## config.mk

```make
export PLATFORM = sky130hd
export DESIGN_NAME = pc_seq_ctrl
export DESIGN_NICKNAME = d
export VERILOG_FILES = /design/src/rtl/pc_seq_ctrl.sv
export SDC_FILE = /design/constraint.sdc
export NUM_CORES = 1
export LEC_CHECK = 0
export BUFFER_PORTS_ARGS = -buffer_cell sky130_fd_sc_hd__buf_2
export CAP_MARGIN = 20
export CORE_UTILIZATION = 25
export CTS_BUF_LIST = sky130_fd_sc_hd__clkbuf_16
export DETAILED_ROUTE_END_ITERATION = 16
export PLACE_DENSITY_LB_ADDON = 0.1
export SLEW_MARGIN = 40
export SYNTH_ARGS = -nofsm -noshare
export SYNTH_HDL_FRONTEND = slang
export SYNTH_SLANG_ARGS = --single-unit
```

## constraint.sdc

```tcl
create_clock -name clk -period 2.5 [get_ports clk]
set_clock_uncertainty 0.2 [all_clocks]
set_input_delay 0.375 -clock clk [delete_from_list [all_inputs] [get_ports clk]]
set_output_delay 0.375 -clock clk [all_outputs]
set_load 0.05 [all_outputs]
```

## src/rtl/pc_seq_ctrl.sv

```systemverilog
// rtl/pc_seq_ctrl.sv - multi-cycle sequencing FSM for the PC/TempPC/IR datapath
module pc_seq_ctrl #(
  parameter int MDU_TIMEOUT = 64,
  parameter int CNT_W       = 32
) (
  input  logic             clk,
  input  logic             reset,
  input  logic             run,
  input  logic             imem_ready,
  input  logic             dmem_ready,
  input  logic [2:0]       op_class,
  input  logic             br_taken,
  input  logic             mdu_done,
  output logic             ir_we,
  output logic             temppc_we,
  output logic             pc_we,
  output logic [2:0]       pc_sel,
  output logic             dmem_req,
  output logic             dmem_we,
  output logic             rf_we,
  output logic             mdu_start,
  output logic             exc_req,
  output logic [2:0]       state,
  output logic [CNT_W-1:0] instr_count
);

  localparam logic [2:0] S_IF   = 3'd0;
  localparam logic [2:0] S_ID   = 3'd1;
  localparam logic [2:0] S_EX   = 3'd2;
  localparam logic [2:0] S_MEM  = 3'd3;
  localparam logic [2:0] S_WB   = 3'd4;
  localparam logic [2:0] S_MDU  = 3'd5;
  localparam logic [2:0] S_HALT = 3'd6;

  localparam logic [2:0] OP_ALU    = 3'd0;
  localparam logic [2:0] OP_LOAD   = 3'd1;
  localparam logic [2:0] OP_STORE  = 3'd2;
  localparam logic [2:0] OP_BRANCH = 3'd3;
  localparam logic [2:0] OP_JUMP   = 3'd4;
  localparam logic [2:0] OP_JR     = 3'd5;
  localparam logic [2:0] OP_MULDIV = 3'd6;
  localparam logic [2:0] OP_EXC    = 3'd7;

  localparam logic [2:0] SEL_PC4 = 3'd0;
  localparam logic [2:0] SEL_BR  = 3'd1;
  localparam logic [2:0] SEL_J   = 3'd2;
  localparam logic [2:0] SEL_RS  = 3'd3;
  localparam logic [2:0] SEL_EXC = 3'd4;

  localparam int         TW      = (MDU_TIMEOUT > 2) ? $clog2(MDU_TIMEOUT) : 1;
  localparam logic [TW-1:0] TO_LAST = TW'(MDU_TIMEOUT - 1);

  logic [2:0]       state_q, state_d;
  logic [2:0]       op_q;
  logic [TW-1:0]    to_cnt;
  logic [CNT_W-1:0] count_q;
  logic             retire;

  logic ir_we_c, temppc_we_c, pc_we_c, dmem_req_c, dmem_we_c, rf_we_c, mdu_start_c, exc_req_c;
  logic [2:0] pc_sel_c;

  always_comb begin
    state_d     = state_q;
    retire      = 1'b0;
    ir_we_c     = 1'b0;
    temppc_we_c = 1'b0;
    pc_we_c     = 1'b0;
    pc_sel_c    = SEL_PC4;
    dmem_req_c  = 1'b0;
    dmem_we_c   = 1'b0;
    rf_we_c     = 1'b0;
    mdu_start_c = 1'b0;
    exc_req_c   = 1'b0;
    case (state_q)
      S_IF: begin
        if (!run) begin
          state_d = S_HALT;
        end else if (imem_ready) begin
          ir_we_c     = 1'b1;
          temppc_we_c = 1'b1;
          pc_we_c     = 1'b1;
          state_d     = S_ID;
        end
      end
      S_ID: state_d = S_EX;
      S_EX: begin
        case (op_q)
          OP_ALU:            state_d = S_WB;
          OP_LOAD, OP_STORE: state_d = S_MEM;
          OP_BRANCH: begin
            if (br_taken) begin
              pc_we_c  = 1'b1;
              pc_sel_c = SEL_BR;
            end
            retire  = 1'b1;
            state_d = S_IF;
          end
          OP_JUMP, OP_JR: begin
            pc_we_c  = 1'b1;
            pc_sel_c = (op_q == OP_JUMP) ? SEL_J : SEL_RS;
            rf_we_c  = 1'b1;
            retire   = 1'b1;
            state_d  = S_IF;
          end
          OP_MULDIV: begin
            mdu_start_c = 1'b1;
            state_d     = S_MDU;
          end
          default: begin
            exc_req_c = 1'b1;
            pc_we_c   = 1'b1;
            pc_sel_c  = SEL_EXC;
            state_d   = S_IF;
          end
        endcase
      end
      S_MEM: begin
        dmem_req_c = 1'b1;
        dmem_we_c  = (op_q == OP_STORE);
        if (dmem_ready) begin
          retire  = (op_q == OP_STORE);
          state_d = (op_q == OP_STORE) ? S_IF : S_WB;
        end
      end
      S_WB: begin
        rf_we_c = 1'b1;
        retire  = 1'b1;
        state_d = S_IF;
      end
      S_MDU: begin
        // A late mdu_done on the final allowed cycle still counts as success.
        if (mdu_done) begin
          retire  = 1'b1;
          state_d = S_IF;
        end else if (to_cnt == TO_LAST) begin
          exc_req_c = 1'b1;
          pc_we_c   = 1'b1;
          pc_sel_c  = SEL_EXC;
          state_d   = S_IF;
        end
      end
      S_HALT: begin
        if (run) state_d = S_IF;
      end
      default: state_d = S_IF;
    endcase
  end

  always_ff @(posedge clk or negedge reset) begin
    if (!reset) begin
      state_q <= S_IF;
      op_q    <= OP_ALU;
      to_cnt  <= '0;
      count_q <= '0;
    end else begin
      state_q <= state_d;
      if (state_q == S_ID) op_q <= op_class;
      if (state_q == S_EX && op_q == OP_MULDIV) to_cnt <= '0;
      else if (state_q == S_MDU) to_cnt <= to_cnt + TW'(1);
      if (retire) count_q <= count_q + CNT_W'(1);
    end
  end

  // Strobes are masked by reset directly so none outlives an abort.
  assign ir_we       = ir_we_c & reset;
  assign temppc_we   = temppc_we_c & reset;
  assign pc_we       = pc_we_c & reset;
  assign pc_sel      = reset ? pc_sel_c : SEL_PC4;
  assign dmem_req    = dmem_req_c & reset;
  assign dmem_we     = dmem_we_c & reset;
  assign rf_we       = rf_we_c & reset;
  assign mdu_start   = mdu_start_c & reset;
  assign exc_req     = exc_req_c & reset;
  assign state       = state_q;
  assign instr_count = count_q;

endmodule

```

==> results.sh, run 1 <==
export IMPL_reg2reg_to="instr_count[29]"
export IMPL_setup_ws_ns=0.1057
export IMPL_synth_cell_type_count=46
export IMPL_start_util_pct=25.91
export IMPL_grt_pass1_vias=1996
export IMPL_worstPathArrival_ns=1.82
export IMPL_finalSetupTns_ns=0
export IMPL_synth_edff_count=0
export IMPL_grt_busiest_layer="met2"
export IMPL_num_vias=2087
export IMPL_cts_root_buf="clkbuf_16"
export IMPL_cts_tree="built"
export IMPL_r2r_slack_ns=0.22
export IMPL_place_inst=432
export IMPL_routed_wirelength_mm=6.503
export IMPL_power_density_mw_per_mm2=921.0
export IMPL_clockBufferDepth=2
export IMPL_use_met2_pct=20.92
export IMPL_clock_sinks=44
export IMPL_status="completed"
export IMPL_drt_antenna_violating_nets=0
export IMPL_layout_common_cells="buf_2, dfrtp_1, xnor2_1"
export IMPL_drtIter0Drc=54
export IMPL_grt_pass1_wl_mm=10.38
export IMPL_period_needed_ns=2.394
export IMPL_cts_buffers_inserted=5
export IMPL_ios=56
export IMPL_maxSlewHeadroom_pct=51.22
export IMPL_mostFrequentLayoutCell="buf_2"
export IMPL_clk_pin_slew_ns=0.06
export IMPL_syn_nets=260
export IMPL_rows=36
export IMPL_use_met3_pct=3.254
export IMPL_synth_top_area_share_pct=43.48
export IMPL_hold_path_class="primary input to register"
export IMPL_worst_pin_slew_ns=0.7317
export IMPL_use_met1_pct=17.16
export IMPL_diodes=0
export IMPL_seq_area_frac_synth_pct=43.48
export IMPL_hpwl_mm=4.712
export IMPL_gr_total_overflow=0
export IMPL_rr_worst_depth=4
export IMPL_yosysTopAreaCell="dfrtp_1"
export IMPL_stdcell_area_mm2=0.003236
export IMPL_finalHoldViolCount=0
export IMPL_wl_per_cell_um=14.71
export IMPL_layout_drive_gt1_share_pct=30.42
export IMPL_holdWs_ns=0.1279
export IMPL_portBuffers=55
export IMPL_antenna_found_initial=0
export IMPL_required_ns=1.92
export IMPL_drv_cap=0
export IMPL_stdcell_count=442
export IMPL_dr_pass1_iters=4
export IMPL_total_power_mw=2.980
export IMPL_h_tree_depth=2
export IMPL_synthTopCellsByArea="dfrtp_1, xnor2_1, o2111ai_1"
export IMPL_synth_area_mm2=0.002532
export IMPL_r2r_start="op_q[1]"
export IMPL_pre_cts_ws_ns=0.2731
export IMPL_grt_util_all_layers_pct=12.83
export IMPL_syn_inst=248
export IMPL_path_max_fanout=17
export IMPL_post_route_util_pct=33.10
export IMPL_grt_max_degree=30
export IMPL_fmax_ghz=0.4177
export IMPL_dpl_instance_area_mm2=0.003034
export IMPL_gp_congestion=0.7627
export IMPL_crit_path_end_kind="primary output"
export IMPL_ir_worst_vdd_uv=477.6
export IMPL_worst_setup_path_startpoint="reset"
export IMPL_fp_coreArea_mm2=0.009774
export IMPL_rsz0062_at_grt="false"
export IMPL_setup_worst_path_start_class="primary input"
export IMPL_nets=320
export IMPL_avgSynthCellArea_um2=10.21
export IMPL_endpoint="rf_we"
export IMPL_yosysWarningCount=0
export IMPL_syn_to_final_growth_pct=27.77
export IMPL_dieWidth_um=102.6
export IMPL_synth_seq_cells=44
export IMPL_fp_dieH_um=102.6
export IMPL_viasPerCell=4.722
export IMPL_drc_errors=0
export IMPL_ys_flop_type="dfrtp_1"
export IMPL_dieArea_mm2=0.01054
export IMPL_min_period_over_period_pct=95.77
export IMPL_crit_type="primary input to primary output"
export IMPL_drv_slew=0
export IMPL_synthArstFlopShare_pct=100.0
export IMPL_p_leak_nw=1.360
export IMPL_finalSetupViolCount=0
export IMPL_clock_latency_ns=0.28
==> flip-flops by register name, summed over array words and instances, names as in the netlist <==
register     flops
instr_count     32
op_q             3
state            3
to_cnt           6
==> synth_stat cells (2+ instances only) <==
cell type  instances
a2111oi_2          4
nor3_1             4
buf_2              6
a21boi_0           2
dfrtp_1           44
a21oi_1            4
nand4_1            6
nand3_1            6
o2111ai_1         14
and2_1             9
nand2b_1           2
ha_1               2
xor2_1             6
inv_1              4
nor2_1            13
nor2b_1            4
o21ai_0           13
nand2_1           11
and3_1            11
o211ai_1           9
nor3b_1            5
and3b_1            3
xnor2_1           29
mux2_2             5
clkbuf_1           8
nand3b_1           3
and4_1             2
==> critical path, cell delays in order <==
cell and delay (ns):
dlygate4sd3_1 0.52, buf_2 0.31, and3_1 0.24, a31o_2 0.11, buf_2 0.26
==> logic make-up (layout without fill, tap and decap cells) <==
kind of cell	Yosys count	count (layout)	share of synthesized area (%)
fa+ha+maj	2	2	0.9880
simple gates	86	86	20.55
buf+inv	19	80	3.261
compound gates	57	57	17.39
mux	5	5	2.223
flops	44	44	43.48
xor+xnor	35	35	12.10
==> what timing repair did <==
action	CTS	global route
hold endpoints to repair	5	0
buffers inserted	0	1
gates resized for setup	1	6
pin swaps	0	2
gates cloned	0	0
setup endpoints to repair	1	5
hold buffers	1	0
==> layout make-up <==
type	instances	area [µm²]
clock buffer	5	125.1
clock inverter	3	37.54
fill	1037	6539
inverter	4	15.01
multi-input combinational	185	1379
sequential	44	1105
tap	133	166.4
timing repair buffer	68	407.9
==> power by group <==
| part | switching, mW | internal, mW |
|---|---|---|
| Sequential | 0.226 | 0.829 |
| Clock | 0.270 | 0.465 |
| Combinational | 0.752 | 0.437 |
| Total | 1.25 | 1.73 |
==> metal layers <==
layer  vias to the layer above  share of wire (%)
met5                         -                  0
met4                         0               0.62
met3                         2                3.8
met2                        42                 47
met1                      1005                 48
li1                       1038                  -
==> worst min path at each step <==
stage | startpoint | endpoint | slack [ns] | cells past startpoint
final | op_class[2] | op_q[2] | 0.13 | 2
after global routing | op_class[2] | op_q[2] | 0.12 | 2
after CTS | op_class[2] | op_q[2] | 0.13 | 2
after detailed placement | reset | to_cnt[0] | 0.09 | 1
after global placement | reset | to_cnt[0] | 0.09 | 1
after floorplan | reset | instr_count[0] | -0.12 | 0
Note: power is estimated with default switching activity, not from simulation.
==> run 2, diff against run 1 <==
Settings changed: CORE_UTILIZATION 25 to 40, SETUP_SLACK_MARGIN from default to 0.1.
==> run 2 against run 1 <==
  * Die area fell by 37%
  * Global-route usage is 6.1 points higher
  * Largest cell class unchanged
  * Largest power group unchanged
  * Final area decreased by 0.97%
==> results.sh, run 2 (synthesis results as in run 1) <==
export IMPL_worst_pin_slew_ns=0.7565
export IMPL_power_density_mw_per_mm2=916.4
export IMPL_diodes=0
export IMPL_grt_pass1_vias=1901
export IMPL_wl_per_cell_um=15.33
export IMPL_clock_sinks=44
export IMPL_hp_start="op_class[0]"
export IMPL_clockBufferDepth=2
export IMPL_path_max_fanout=14
export IMPL_largest_reg_flops=32
export IMPL_finalHoldViolCount=0
export IMPL_gp_congestion=0.7863
export IMPL_finalSetupViolCount=0
export IMPL_h_tree_depth=2
export IMPL_min_period_over_period_pct=92.97
export IMPL_r2r_slack_ns=0.40
export IMPL_stdcell_count=392
export IMPL_place_inst=375
export IMPL_cpMaxStageDelayCell="dlygate4sd3_1"
export IMPL_gr_total_overflow=0
export IMPL_slowest_delay_ns=0.53
export IMPL_finalSetupTns_ns=0
export IMPL_dpl_instance_area_mm2=0.002975
export IMPL_crit_path_end_kind="primary output"
export IMPL_layout_drive_gt1_share_pct=32.49
export IMPL_mostFrequentLayoutCell="buf_2"
export IMPL_setup_worst_path_start_class="primary input"
export IMPL_crit_type="primary input to primary output"
export IMPL_nets=328
export IMPL_hold_path_class="primary input to register"
export IMPL_antenna_found_initial=0
export IMPL_clock_latency_ns=0.28
export IMPL_layout_common_cells="buf_2, dfrtp_1, xnor2_1"
export IMPL_required_ns=1.92
export IMPL_maxSlewHeadroom_pct=49.57
export IMPL_hpwl_mm=4.153
export IMPL_viasPerCell=5.533
export IMPL_grt_max_degree=33
export IMPL_stdcell_area_mm2=0.003204
export IMPL_crit_chain="dlygate4sd3_1, buf_2, and3_2, a31o_2, clkbuf_4"
export IMPL_critPathBufInv=3
export IMPL_dr_pass1_iters=4
export IMPL_seq_area_mm2=0.001105
export IMPL_setup_ws_ns=0.1758
export IMPL_p_leak_nw=1.394
export IMPL_rows=28
export IMPL_r2r_start="state[0]"
export IMPL_dieWidth_um=81.57
export IMPL_rr_worst_depth=4
export IMPL_cts_tree="built"
export IMPL_clk_pin_slew_ns=0.06
export IMPL_portBuffers=55
export IMPL_syn_to_final_growth_pct=26.53
export IMPL_status="completed"
export IMPL_grt_util_all_layers_pct=18.92
export IMPL_fmax_ghz=0.4302
export IMPL_drc_errors=0
export IMPL_start_util_pct=42.03
export IMPL_reg2reg_to="instr_count[6]"
export IMPL_multi_input_comb_area_mm2=0.001396
export IMPL_grt_pass1_wl_mm=9.522
export IMPL_ir_worst_vdd_uv=560.6
export IMPL_cp_top_family="buffers and inverters"
export IMPL_drtIter0Drc=73
export IMPL_routed_wirelength_mm=6.008
export IMPL_worstPathArrival_ns=1.75
export IMPL_hold_path_cell_count=2
export IMPL_period_needed_ns=2.324
export IMPL_fill_cells=575
export IMPL_ios=56
export IMPL_fp_dieH_um=81.57
export IMPL_drv_cap=0
export IMPL_pre_cts_ws_ns=0.2302
export IMPL_num_vias=2169
export IMPL_total_power_mw=2.936
export IMPL_cts_root_buf="clkbuf_16"
export IMPL_holdPathEnd="op_q[0]"
export IMPL_fp_coreArea_mm2=0.006026
export IMPL_rsz0062_at_grt="false"
export IMPL_dieArea_mm2=0.006654
export IMPL_cts_buffers_inserted=5
export IMPL_drv_slew=0
export IMPL_drt_antenna_violating_nets=0
run 2: changes by cell type in the layout (fill, tap and decap cells not counted), sizes merged:
cell    before  now
buf         64   71
inv          4    6
bufinv       1    0
clkbuf       8    9
clkinv       2    1
run 2: metrics by stage:
stage	hold WS [ns]	utilization, %
4_1_cts	0.1216	52.18
2_1_floorplan	-0.1206	-
3_5_place_dp	0.05355	49.38
3_3_place_gp	0.04667	49.38
5_1_grt	0.1269	53.18
6_report	0.1259	53.18
run 2: worst max-delay path by stage:
stage | startpoint | end | slack, ns | depth (start not counted)
detailed placement | state[2] | pc_sel[2] | 0.23 | 4
floorplan | state[0] | exc_req | 0.11 | 5
CTS | state[0] | rf_we | 0.15 | 5
global placement | state[2] | exc_req | 0.28 | 4
finish | reset | rf_we | 0.18 | 5
global route | op_q[2] | rf_we | 0.09 | 4
run 2: area by class of cell:
type                    count  share of cell area [%]
repair buffers             76                   14.29
well taps                  75                   2.929
flip-flops and latches     44                   34.48
inverters                   4                  0.4686
clock inverters             3                  0.3514
clock buffers               5                   3.905
multi-input cells         185                   43.58
run 2: what timing repair did:
action	in CTS	in global routing
buffers inserted	2	6
pin swaps	2	2
resized for setup	2	5
hold buffers	1	0
hold endpoints to repair	2	0
endpoints found under the setup margin	5	4
run 2: report_power, final:
group	internal [mW]	total, mW	switching (mW)
sequential	0.830	1.02	0.192
combinational	0.490	1.30	0.806
clock	0.360	0.618	0.259
total	1.68	2.94	1.26
run 2: routing by layer:
metal / vias to the layer above / wire length, µm / track usage, %
met4: 0 / 48 / 6.316
li1: 1053 / - / -
met5: - / 0 / 0
met1: 1064 / 2891 / 26.31
met3: 4 / 204 / 3.667
met2: 48 / 2863 / 29.42
